File: src/rtl/clkdiv_monitor.sv
// Divided-clock checker: synchronizes clk_div_in, measures high/low phase
// lengths in clk cycles, tracks lock, and flags bad periods and stuck input.
module clkdiv_monitor #(
   parameter int unsigned EXP_HIGH = 1,
   parameter int unsigned EXP_LOW  = 1,
   parameter int unsigned LOCK_CNT = 4,
   parameter int unsigned TIMEOUT  = 16,
   parameter int unsigned CNT_W    = 8
) (
   input  logic             clk,
   input  logic             rstn,
   input  logic             clk_div_in,
   input  logic             clr_err,
   output logic             locked,
   output logic             err,
   output logic             stuck,
   output logic             meas_valid,
   output logic [CNT_W-1:0] high_len,
   output logic [CNT_W-1:0] low_len,
   output logic [7:0]       err_cnt
);

   typedef enum logic [1:0] {IDLE, TRACK, LOCKED} state_t;

   localparam logic [CNT_W-1:0] CNT_MAX = '1;
   localparam logic [CNT_W-1:0] EXP_H   = CNT_W'(EXP_HIGH);
   localparam logic [CNT_W-1:0] EXP_L   = CNT_W'(EXP_LOW);
   localparam logic [CNT_W-1:0] TMO     = CNT_W'(TIMEOUT);
   localparam logic [7:0]       LOCK_N  = 8'(LOCK_CNT);

   logic             s1_q, s1_d, s2_q, s2_d, s3_q, s3_d;
   logic [CNT_W-1:0] run_cnt_q, run_cnt_d;
   logic [CNT_W-1:0] hi_tmp_q, hi_tmp_d;
   logic [CNT_W-1:0] high_len_q, high_len_d;
   logic [CNT_W-1:0] low_len_q, low_len_d;
   state_t           state_q, state_d;
   logic [7:0]       good_cnt_q, good_cnt_d;
   logic             fall_seen_q, fall_seen_d;
   logic             err_q, err_d;
   logic             stuck_q, stuck_d;
   logic             meas_valid_q, meas_valid_d;
   logic             locked_q, locked_d;
   logic [7:0]       err_cnt_q, err_cnt_d;

   logic rise, fall, any_edge, judge, good;

   always_comb begin
      s1_d = clk_div_in;
      s2_d = s1_q;
      s3_d = s2_q;
      rise = s2_q & ~s3_q;
      fall = ~s2_q & s3_q;
      any_edge = rise | fall;

      run_cnt_d = run_cnt_q;
      if (any_edge) begin
         run_cnt_d = CNT_W'(1);
      end else if (run_cnt_q != CNT_MAX) begin
         run_cnt_d = run_cnt_q + CNT_W'(1);
      end

      hi_tmp_d   = fall ? run_cnt_q : hi_tmp_q;
      high_len_d = rise ? hi_tmp_q : high_len_q;
      low_len_d  = rise ? run_cnt_q : low_len_q;

      // a rise only closes a full period once a fall was seen in tracking
      judge = rise && fall_seen_q && (state_q != IDLE);
      good  = (hi_tmp_q == EXP_H) && (run_cnt_q == EXP_L);

      state_d      = state_q;
      good_cnt_d   = good_cnt_q;
      fall_seen_d  = fall_seen_q | (fall && (state_q != IDLE));
      err_d        = 1'b0;
      stuck_d      = 1'b0;
      meas_valid_d = judge;

      unique case (state_q)
         IDLE: begin
            if (rise) begin
               state_d     = TRACK;
               good_cnt_d  = '0;
               fall_seen_d = 1'b0;
            end
         end
         TRACK: begin
            if (judge && good) begin
               good_cnt_d = good_cnt_q + 8'd1;
               if (good_cnt_q + 8'd1 == LOCK_N) begin
                  state_d = LOCKED;
               end
            end else if (judge) begin
               good_cnt_d = '0;
               err_d      = 1'b1;
            end
         end
         LOCKED: begin
            if (judge && !good) begin
               good_cnt_d = '0;
               err_d      = 1'b1;
               state_d    = TRACK;
            end
         end
         default: state_d = IDLE;
      endcase

      if ((state_q != IDLE) && !any_edge && (run_cnt_q == TMO)) begin
         stuck_d = 1'b1;
         state_d = IDLE;
      end

      locked_d = (state_d == LOCKED);

      err_cnt_d = err_cnt_q;
      if (clr_err) begin
         err_cnt_d = '0;
      end else if ((err_d | stuck_d) && (err_cnt_q != 8'hff)) begin
         err_cnt_d = err_cnt_q + 8'd1;
      end
   end

   always_ff @(posedge clk or negedge rstn) begin
      if (!rstn) begin
         s1_q         <= 1'b0;
         s2_q         <= 1'b0;
         s3_q         <= 1'b0;
         run_cnt_q    <= '0;
         hi_tmp_q     <= '0;
         high_len_q   <= '0;
         low_len_q    <= '0;
         state_q      <= IDLE;
         good_cnt_q   <= '0;
         fall_seen_q  <= 1'b0;
         err_q        <= 1'b0;
         stuck_q      <= 1'b0;
         meas_valid_q <= 1'b0;
         locked_q     <= 1'b0;
         err_cnt_q    <= '0;
      end else begin
         s1_q         <= s1_d;
         s2_q         <= s2_d;
         s3_q         <= s3_d;
         run_cnt_q    <= run_cnt_d;
         hi_tmp_q     <= hi_tmp_d;
         high_len_q   <= high_len_d;
         low_len_q    <= low_len_d;
         state_q      <= state_d;
         good_cnt_q   <= good_cnt_d;
         fall_seen_q  <= fall_seen_d;
         err_q        <= err_d;
         stuck_q      <= stuck_d;
         meas_valid_q <= meas_valid_d;
         locked_q     <= locked_d;
         err_cnt_q    <= err_cnt_d;
      end
   end

   assign locked     = locked_q;
   assign err        = err_q;
   assign stuck      = stuck_q;
   assign meas_valid = meas_valid_q;
   assign high_len   = high_len_q;
   assign low_len    = low_len_q;
   assign err_cnt    = err_cnt_q;

endmodule

File: config.mk
export PLATFORM = sky130hd
export DESIGN_NAME = clkdiv_monitor
export DESIGN_NICKNAME = d
export VERILOG_FILES = /design/src/rtl/clkdiv_monitor.sv
export SDC_FILE = /design/constraint.sdc
export NUM_CORES = 1
export LEC_CHECK = 0
export ABC_AREA = 1
export CORE_ASPECT_RATIO = 1.4
export CORE_MARGIN = 5
export CORE_UTILIZATION = 50
export CTS_BUF_LIST = sky130_fd_sc_hd__clkbuf_4
export CTS_CLUSTER_DIAMETER = 120
export DETAILED_ROUTE_END_ITERATION = 12
export PLACE_DENSITY = 0.8
export SKIP_LAST_GASP = 1
export SYNTH_ARGS = -nofsm -noshare
export SYNTH_HDL_FRONTEND = slang
export SYNTH_SLANG_ARGS = --single-unit
export TNS_END_PERCENT = 50
File: constraint.sdc
create_clock -name clk -period 2.9 [get_ports clk]
set_input_delay 0.58 -clock clk [delete_from_list [all_inputs] [get_ports clk]]
set_output_delay 0.58 -clock clk [all_outputs]
set_load 0.05 [all_outputs]
After elaboration in Yosys (flattened, before gate mapping):

Cells that the tools add are included.

* register bits after elaboration: 58
* bits of input ports: 4
* output and inout port bits: 28

* add/subtract/negate cells: 3
* eq/ne operators: 12
* multiplexer cells: 22
* bitwise gates (word level): 7
* reduce and logical (&&, ||, !) cells: 17

Operators by type and width (number)
* $mux 8: 8
* $add 8x1->8 const B: 3
* $pmux 8 s3: 1
* $eq 8x1->1 const B: 2
* $ne 8x8->1 const B: 2
* $mux 2: 5
* $logic_and 1x1->1: 9
* $eq 8x3->1 const B: 1
* $eq 8x5->1 const B: 1
* $mux 1: 6
* $pmux 2 s3: 1
* $reduce_bool 2->1: 3
* $eq 2x2->1 const B: 2
* $ne 2x2->1 const B: 2
* $reduce_and 4->1: 1
* $ne 3x3->1 const B: 1
* $or 1x1->1: 3
* $reduce_bool 3->1: 1
* $and 1x1->1: 2
* $eq 2x1->1 const B: 1
* $logic_not 1->1: 2
* $logic_not 2->1: 1
* $not 1->1: 2
* $pmux 1 s2: 1

Logic depth before layout (Yosys ltp):

Gate-level depths: netlist of run 1.

* word-level depth: 11
* depth in mapped cells: 14

Least setup slack after synthesis of run 1:

Ideal clock, no wire load.

* kind: reg-to-reg
* start: reg err_cnt_q[0], in the netlist err_cnt[0]
* end: reg err_cnt_q[2], in the netlist err_cnt[2]
* library setup time: 66 ps
* arrival: 1765 ps
* path slack: 1069 ps
* stages on the path, launching flop included: 8
* buffers on the path: 0
* period minus slack after synthesis: 1831 ps
* cell sequence: dfrtp_1 ha_1 nand3_1 nor2_1 nand3_1 nand2_2 nand3_1 nand2_1

* cells in the longest elaborated chain, start to end: 3

Ends and longest elaborated chain
* start: declaration: line 43 `logic [7:0] err_cnt_q, err_cnt_d;`
* start signal: assignment: line 153 `err_cnt_q <= err_cnt_d;`
* $add 8x1->8 / $ne 8x8->1 (equally long branches): line 117, 116
* $mux 8 / $logic_and 1x1->1 (equally long branches): line 116 `end else if ((err_d | stuck_d) && (err_cnt_q != 8'hff)) begin`
* $mux 8 / $reduce_bool 2->1 (equally long branches)

Several ways; a longest one is shown, not always the timed one. The select of a mux whose other input is x is not followed.
A chain may end at the register's enable or synchronous reset.

Worst setup path in the final report of run 1:

* start: reg err_cnt_q[2], in the netlist err_cnt[2]
* end: out err_cnt[2]

RTL lines
* end: declaration: line 20 `output logic [7:0] err_cnt`

No word-level cell between the ends.

==> metrics.md, run 1 <==
| Metric | Value |
|---|---|
| Multi-input logic area | 1270 um^2 |
| Initial drt markers | 200 |
| Share of cells above drive strength 1 | 8.57% |
| # rows | 33 |
| Total Wirelength | 5.84 mm |
| Die Area | 7510 um^2 |
| Residual DRC | 0 |
| Largest net degree at the start of global routing | 59 |
| Clock root cell | clkbuf_4 |
| Xor/xnor share of the synthesized area | 2.39% |
| Leakage | 1.64 nW |
| Vias/cell | 5.23 |
| Clock tree buffer depth | 2 |
| CP Launch Type | register |
| Worst path slowest cell | clkdlybuf4s50_1 |
| Chip height | 101 um |
| Reg area | 1450 um^2 |
| Syn nets | 362 |
| Setup Skew | 0.0146 ns |
| Main combinational cell family by area after synthesis | simple AND/OR/NAND/NOR gates |
| Drt wl/cell | 12.8 um |
| Peak VDD IR | 0.299 mV |
| Mapped Cells | 346 |
| #FFs+latches synth | 58 |
| Compound-cell area share of the yosys netlist | 8.67% |
| CTS tree | built |
| DIE WIDTH | 74.7 um |
| Yosys cell types | 30 |
| Post-CTS Setup Bufs | 0 |
| ANT nets after route | 0 |
| Yosys top cell by area | dfrtp_1 |
| Vias in the first global route | 2385 |
| Min cycle time layout | 2.28 ns |
| Synthesized area per cell | 8.47 um^2 |
| Worst Path Class, Setup | reg -> out |
| Unrepaired setup endpoints after global routing | false |
| Pwr Density | 577 nW/um^2 |
| Worst reg2reg setup slack | 0.85 ns |
| Slew headroom | 51.5% |
| Cts-stage hold buffer count | 0 |
| Skew-Pair Late Insertion Delay | 0.42 ns |
| Initial antenna violation count | 0 |
| H-Tree Depth | 3 |
| Clk pin slew, worst setup/hold paths | 0.10 ns |
| Multiplexer area fraction after synthesis | 0% |
| HPWL after detailed placement | 4.19 mm |
| Cell area after synthesis | 2930 um^2 |
| FILL cells | 539 |
| Pins Over Slew Limit | 0 |
| GPL Wtd Cong | 0.800 |
| GRT overflow | 0 |
| Outcome | finished, final reports clean |
| CP max stage delay | 0.84 ns |
| Drt first pass iters | 4 |
| Starting Density | 50.7% |
| Final WS setup | 0.624 ns |
| Area Overhead vs Synth | 16.3% |
| DP Worst Slack | 0.882 ns |
| CP Data Arrival Time | 1.70 ns |
| Yosys warns | 0 |
| TNS Setup | 0 ns |
| Synth area leaders | dfrtp_1 50%, nand2_1 11%, nand3_1 6.3% |
| Ant. Diodes | 0 |
| Adder-Cell Fraction of Synth Area | 5.13% |
| Critical Path RT | 2.32 ns |
| Worst slew pin tran | 0.727 ns |
| Top-area cell type share of the netlist area | 49.6% |
| # nets final | 396 |
| Critical-path maximum fanout | 6 |
| Ports | 32 |
| Hold WC Path Type | in -> async |
| Via count | 2378 |
| Port Buffers | 31 |
| Tot Pwr | 1.97 mW |
| Crit path buffers/inverters | 1 |
| Post-synth EDFFs | 0 |
| Clock Sink Count | 58 |
| Final worst path period share | 78.5% |
| Async set-reset flop share out of synthesis | 100% |
| Final setup fails | 0 |
| Register area share after synthesis | 49.6% |
| CTS resizes | 0 |
| Core area | 5780 um^2 |
| All-Layer GR Usage | 18.2% |
| Simple-Gate Fraction of Synth Area | 27.3% |
| Maxcap violations | 0 |
| Cell Chain, Critical Path | clkdlybuf4s50_1 |
| First-pass GRT wire length | 10.5 mm |
| Max Freq | 0.439 GHz |
| CP delay by family, top | buffers and inverters |
| Final hold vios | 0 |
| CP Capture Type | primary output |
| Top_reg_cell synth | dfrtp_1 |
| CTS Buf Count | 9 |
## sequential cells by signal, summed over array words and instances (netlist names), 2 cells and up
signal,cells
err_cnt,8
good_cnt_q,8
hi_tmp_q,8
high_len,8
low_len,8
run_cnt_q,8
state_q,2
## cell usage after synthesis, types with 3 or more instances
library cell	instances
nand2_1	83
dfrtp_1	58
inv_1	38
nand3_1	37
o21ai_0	29
nor2_1	24
ha_1	12
nand4_1	12
o21ai_1	7
xor2_1	7
clkbuf_1	5
a21oi_1	4
nand2_2	4
inv_2	3
nor2_2	3
nor3_1	3
## placed cells by master, fill, tap and decap left out, drive strengths merged
cell type,count
ha,12
nand4,12
clkdlybuf4s50,30
a211oi,2
dfrtp,58
nor3,4
a31oi,1
nor4,2
nand3,38
clkinv,5
o21ai,38
buf,2
xnor2,1
inv,41
xor2,7
nand2,87
a21oi,4
clkinvlp,1
o21a,1
a21boi,1
bufinv,1
nor2,28
clkbuf,9
## power breakdown
group	switching, mW	leakage, nW	internal, mW
logic	0.349	0.789	0.153
clock network	0.294	0.0706	0.252
registers	0.0507	0.780	0.867
## kinds of logic after synthesis
| kind of cell | after synthesis |
|---|---|
| buffers and inverters | 50 |
| and+or+nand+nor | 171 |
| DFF | 58 |
| xor gates and xnor gates | 8 |
| AOI/OAI and AO/OA | 47 |
| adders and majority gates | 12 |
## area by class of cell
cell class / count / share of cell area [%]
inverter: 41 / 4.52
multi-input combinational: 238 / 37.4
sequential: 58 / 42.6
tap: 70 / 2.57
timing repair buffer: 32 / 9.18
clock buffer: 9 / 1.98
clock inverter: 7 / 1.76
## worst register-to-register path: stages, from the launching register on
cell and delay, ns:
dfrtp_1 0.40, inv_1 0.07, ha_1 0.27, inv_2 0.24, nor3_4 0.28, nand3_1 0.17
nand2_2 0.20, nand2_2 0.15, nand3_1 0.11, nand2_1 0.06
## layer usage
| layer | track usage, % | wire (um) | up-vias |
|---|---|---|---|
| li1 | - | - | 1197 |
| met1 | 21.7 | 2540 | 1130 |
| met2 | 30.2 | 2940 | 42 |
| met3 | 4.59 | 230 | 9 |
| met4 | 8.49 | 135 | 0 |
| met5 | 0 | 0 | - |
## through the flow
stage / area, um^2 / instances / hold slack, ns / util (%)
after floorplan: 2930 / 346 / 0.284 / -
after global placement: 3280 / 439 / 0.344 / 56.7
after detailed placement: 3280 / 439 / 0.335 / 56.7
after CTS: 3410 / 455 / 0.307 / 58.9
after global routing: 3410 / 455 / 0.352 / 58.9
final: 3410 / 455 / 0.276 / 58.9
## worst paths after layout
check | startpoint | end | depth (start not counted)
worst min-delay path | rstn | high_len[7]$_DFFE_PN0N_ | 2
min in group clk | s1_q$_DFF_PN0_ | s2_q$_DFF_PN0_ | 0
worst max register to register | s3_q$_DFF_PN0_ | err_cnt[7]$_DFFE_PN0P_ | 9
max in group asynchronous | rstn | good_cnt_q[4]$_DFFE_PN0P_ | 2
worst max-delay path | err_cnt[2]$_DFFE_PN0P_ | err_cnt[2] | 1
worst min register to register | s1_q$_DFF_PN0_ | s2_q$_DFF_PN0_ | 0
Power figures use the tool's default switching activity.
==> run 2, diff against run 1 <==
- clock period: 2.9 -> 2.2 ns (I/O delays scaled with it)
==> metrics.md, run 2 (synthesized netlist as in run 1, its figures left out) <==
| Metric | Value |
|---|---|
| Clk pin slew, worst setup/hold paths | 0.10 ns |
| GRT overflow | 0 |
| Hold Worst Slack | 0.0129 ns |
| Clock root cell | clkbuf_4 |
| Final Cell Area | 3400 um^2 |
| Unrepaired setup endpoints after global routing | true |
| Initial antenna violation count | 0 |
| Final hold vios | 0 |
| # nets final | 398 |
| Vias in the first global route | 2413 |
| Max layer used | met4 |
| Area Overhead vs Synth | 16.1% |
| Ports | 32 |
| CP Data Arrival Time | 1.70 ns |
| Skew-Pair Late Insertion Delay | 0.40 ns |
| All-Layer GR Usage | 18.2% |
| R2R cell count | 9 |
| Core area | 5780 um^2 |
| Total Wirelength | 5.89 mm |
| Vias/cell | 5.21 |
| CP max stage delay | 0.84 ns |
| Peak VDD IR | 0.436 mV |
| Pwr Density | 721 nW/um^2 |
| Crit path buffers/inverters | 1 |
| Clock Sink Count | 58 |
| Final worst path period share | 97.3% |
| Routed wl met2 | 3.01 mm |
| Port Buffers | 31 |
| Ant. Diodes | 0 |
| Outcome | finished, final reports clean |
| Final Non-Filler Cells | 456 |
| Residual DRC | 0 |
| Placed cells | 441 |
| FILL cells | 539 |
| Levels on crit path | 1 |
| Worst Path Class, Setup | reg -> out |
| CTS Buf Count | 9 |
| CTS tree | built |
| First-pass GRT wire length | 10.6 mm |
| # rows | 33 |
| Maxcap violations | 0 |
| Via count | 2375 |
| Starting Density | 50.7% |
| Setup Skew | 0.0107 ns |
| DIE WIDTH | 74.7 um |
| CP Launch Type | register |
| Met3 wire len | 229 um |
| Min cycle time layout | 2.14 ns |
| Slew headroom | 63.4% |
| GPL Wtd Cong | 0.856 |
| Leakage | 1.66 nW |
| Max Freq | 0.467 GHz |
| Drt wl/cell | 12.9 um |
| HPWL after detailed placement | 4.29 mm |
| Worst slew pin tran | 0.550 ns |
| H-Tree Depth | 3 |
| Largest net degree at the start of global routing | 37 |
| ANT nets after route | 0 |
| Tot Pwr | 2.45 mW |
| Most frequent cells in the layout | 83 x nand2_1, 58 x dfrtp_1, 38 x inv_1 |
| TNS Setup | 0 ns |
| Share of cells above drive strength 1 | 8.29% |
| Final setup fails | 0 |
| Chip height | 101 um |
| Critical Path RT | 1.76 ns |
| CP Capture Point | err_cnt[5] |
| Clock tree buffer depth | 2 |
| Most common cell after layout, fill and taps aside | nand2_1 |
| Initial drt markers | 192 |
| Pins Over Slew Limit | 0 |
| CP delay by family, top | buffers and inverters |
| Hold WC Path Type | in -> async |
| Drt first pass iters | 4 |
| CP Capture Type | primary output |
| Worst path slowest cell | clkdlybuf4s50_1 |
| Die Area | 7510 um^2 |
| Critical-path maximum fanout | 5 |
| Reg-to-reg startpoint | s2_q$_DFF_PN0_ |
| Worst R2R End | err_cnt[7]$_DFFE_PN0P_ |
| Worst reg2reg setup slack | 0.33 ns |
| Cell Chain, Critical Path | clkdlybuf4s50_1 |
| Launch point of the critical path | err_cnt[5]$_DFFE_PN0P_ |
| WL met1 | 2.53 mm |
| Cell Area, Placed | 3310 um^2 |
run 2: cell types whose count changed in the layout (fill, tap and decap cells not counted):
cell	before	now
clkdlybuf4s50_1	30	29
buf_12	0	1
clkinvlp_4	1	0
clkinv_2	3	2
buf_4	1	2
bufinv_16	1	0
clkinv_1	2	4
dlymetal6s2s_1	0	1
run 2: layer usage:
layer  vias to the layer above  track usage, %
li1                       1202               -
met1                      1115            21.6
met2                        47            30.7
met3                        11            4.59
met4                         0            7.95
met5                         -               0
run 2: final cells by class:
type                    instances  area (um^2)  share of cell area, %
repair buffers                 34          343                   10.1
multi-input cells             238         1270                   37.4
flip-flops and latches         58         1450                   42.7
clock inverters                 6         25.0                  0.736
inverters                      41          154                   4.52
clock buffers                   9         67.6                   1.99
well taps                      70         87.6                   2.57
run 2: through the flow:
step	util, %	setup WS, ns
floorplan	-	0.369
global placement	57.2	0.398
detailed placement	57.2	0.333
CTS	58.8	0.0403
global route	58.9	-0.0213
finish	58.9	0.0589
run 2: worst min-delay path by stage:
stage / start / to / slack, ns / cells after the start
CTS: rstn / high_len[7]$_DFFE_PN0N_ / 0.02 / 1
global route: rstn / high_len[7]$_DFFE_PN0N_ / 0.03 / 1
floorplan: rstn / err$_DFF_PN0_ / 0.14 / 0
global placement: s1_q$_DFF_PN0_ / s2_q$_DFF_PN0_ / 0.33 / 0
finish: rstn / high_len[7]$_DFFE_PN0N_ / 0.01 / 1
detailed placement: s1_q$_DFF_PN0_ / s2_q$_DFF_PN0_ / 0.35 / 0
run 2: report_power, final:
part / leakage, nW / switching (mW) / internal [mW]
clock network: 0.0555 / 0.365 / 0.207
logic: 0.822 / 0.459 / 0.213
registers: 0.780 / 0.0651 / 1.14
total: 1.66 / 0.889 / 1.56
run 2: what timing repair did:
action,CTS,global route
hold buffers,0,0
hold endpoints to repair,0,0
setup buffers,0,0
endpoints found under the setup margin,0,3
resized for setup,0,1
==> run 3, diff against run 2 <==
- CORE_UTILIZATION: 50 -> 40
- PLACE_DENSITY: 0.8 -> 0.68
- TNS_END_PERCENT: 50 -> default
==> metrics.md, run 3 (synthesized netlist as in run 1, its figures left out) <==
| Metric | Value |
|---|---|
| Most frequent cells in the layout | 83 x nand2_1, 58 x dfrtp_1, 38 x inv_1 |
| Largest net degree at the start of global routing | 31 |
| Final setup fails | 0 |
| First-pass GRT wire length | 10.4 mm |
| Chip height | 111 um |
| Area Overhead vs Synth | 19.8% |
| # nets final | 400 |
| CTS Buf Count | 9 |
| GRT overflow | 0 |
| Starting Density | 40.3% |
| R2R cell count | 9 |
| Pins Over Slew Limit | 0 |
| H-Tree Depth | 3 |
| Final Non-Filler Cells | 487 |
| # rows | 37 |
| Reg-to-reg startpoint | s2_q$_DFF_PN0_ |
| Worst path slowest cell | clkdlybuf4s50_1 |
| Final WS setup | 0.108 ns |
| Final hold vios | 0 |
| Vias in the first global route | 2285 |
| HPWL after detailed placement | 4.24 mm |
| Tot Pwr | 2.63 mW |
| Clock tree buffer depth | 2 |
| Multi-input logic area | 1270 um^2 |
| Drt wl/cell | 11.9 um |
| Worst reg2reg setup slack | 0.32 ns |
| Hold WC Path Type | reg -> reg |
| Maxcap violations | 0 |
| Total Wirelength | 5.82 mm |
| CP Data Arrival Time | 1.65 ns |
| Min cycle time layout | 2.09 ns |
| Worst Path Class, Setup | reg -> out |
| Reg area | 1450 um^2 |
| Hold Crit Depth | 0 |
| TNS Setup | 0 ns |
| ANT nets after route | 0 |
| Setup Skew | 0.00714 ns |
| Pwr Density | 749 nW/um^2 |
| Port Buffers | 31 |
| Share of cells above drive strength 1 | 9.25% |
| Unrepaired setup endpoints after global routing | false |
| Post-CTS Setup Bufs | 0 |
| Core area | 7270 um^2 |
| Initial antenna violation count | 1 |
| CP max stage delay | 0.83 ns |
| Hold Path Sink | s2_q$_DFF_PN0_ |
| Peak VDD IR | 0.312 mV |
| All-Layer GR Usage | 14.8% |
| Ports | 32 |
| Initial drt markers | 113 |
| GPL Wtd Cong | 0.839 |
| Most common cell after layout, fill and taps aside | nand2_1 |
| Placed cells | 469 |
| CTS tree | built |
| Vias/cell | 4.82 |
| Crit path buffers/inverters | 1 |
| Slew headroom | 66.2% |
| DIE WIDTH | 82.3 um |
| CP Capture Type | primary output |
| Clk pin slew, worst setup/hold paths | 0.09 ns |
| Die Area | 9160 um^2 |
| Leakage | 1.78 nW |
| Outcome | finished, final reports clean |
| Final Cell Area | 3510 um^2 |
| Worst R2R End | err_cnt[7]$_DFFE_PN0P_ |
| Via count | 2349 |
| Critical-path maximum fanout | 4 |
| Critical Path RT | 1.76 ns |
| Skew-Pair Late Insertion Delay | 0.41 ns |
| FILL cells | 727 |
| CP Launch Type | register |
| Min-delay src | s1_q$_DFF_PN0_ |
| Clock root cell | clkbuf_4 |
| CP delay by family, top | buffers and inverters |
| Final worst path period share | 95.1% |
| Drt first pass iters | 4 |
| Max Freq | 0.478 GHz |
| Cell Area, Placed | 3350 um^2 |
| DP Worst Slack | 0.303 ns |
| Residual DRC | 0 |
| Worst slew pin tran | 0.507 ns |
| Cell Chain, Critical Path | clkdlybuf4s50_1 |
| Clock Sink Count | 58 |
==> run 3: cell types whose count changed in the layout (fill, tap and decap cells not counted), sizes merged, moves of 3 or more <==
cell / before / now
clkdlybuf4s50: 29 / 24
clkinv: 6 / 3
clkbuf: 9 / 12
dlymetal6s2s: 1 / 6
==> run 3: worst max path at each step <==
stage                            from                     end  slack (ns)  depth (start not counted)
2_1_floorplan  err_cnt[0]$_DFFE_PN0P_  err_cnt[2]$_DFFE_PN0P_        0.37                          7
3_3_place_gp           s2_q$_DFF_PN0_  err_cnt[5]$_DFFE_PN0P_        0.37                          9
3_5_place_dp           s2_q$_DFF_PN0_  err_cnt[7]$_DFFE_PN0P_        0.30                          9
4_1_cts        err_cnt[5]$_DFFE_PN0P_              err_cnt[5]        0.02                          1
5_1_grt        err_cnt[7]$_DFFE_PN0P_              err_cnt[7]        0.03                          1
6_report       err_cnt[7]$_DFFE_PN0P_              err_cnt[7]        0.11                          1
==> run 3: worst register-to-register path, cell delays in order (launching register included) <==
cell and delay, ns:
dfrtp_1 0.37, inv_1 0.05, ha_1 0.38, nand3_1 0.15, nor4_4 0.28, inv_1 0.08, nand2_2 0.15, nand2_2 0.15
nand3_1 0.10, nand2_1 0.06
==> run 3: routing by layer <==
metal  wire length (um)  GRT usage (%)  share of wire [%]
met1               2550           18.0                 44
met2               2910           23.3                 50
met3                228           4.72                3.9
met4                138           6.98                2.4
met5                  0              0                  0
==> run 3: what timing repair did <==
item                                    in CTS  in global routing
hold buffers                                 1                  0
endpoints found under the hold margin       13                  0
resized for setup                            0                  6
endpoints found under the setup margin       0                  6
==> run 3: through the flow <==
step / hold WS [ns] / util, %
after floorplan: 0.144 / -
after global placement: 0.333 / 46.1
after detailed placement: 0.337 / 46.1
after CTS: 0.359 / 48.0
after global routing: 0.377 / 48.3
final: 0.359 / 48.3
==> run 3: final cells by class <==
type                            instances  area share (%)
Antenna cell                            1          0.0713
Clock buffer                           12            2.57
Clock inverter                          4            1.21
Inverter                               41            4.39
Multi-Input combinational cell        238            36.3
Sequential cell                        58            41.4
Tap cell                               97            3.46
Timing Repair Buffer                   36            10.6
==> run 3: power breakdown <==
part / internal, mW / switching [mW] / leakage, nW
combinational: 0.217 / 0.458 / 0.924
clock: 0.376 / 0.370 / 0.0764
sequential: 1.14 / 0.0621 / 0.780
total: 1.74 / 0.890 / 1.78
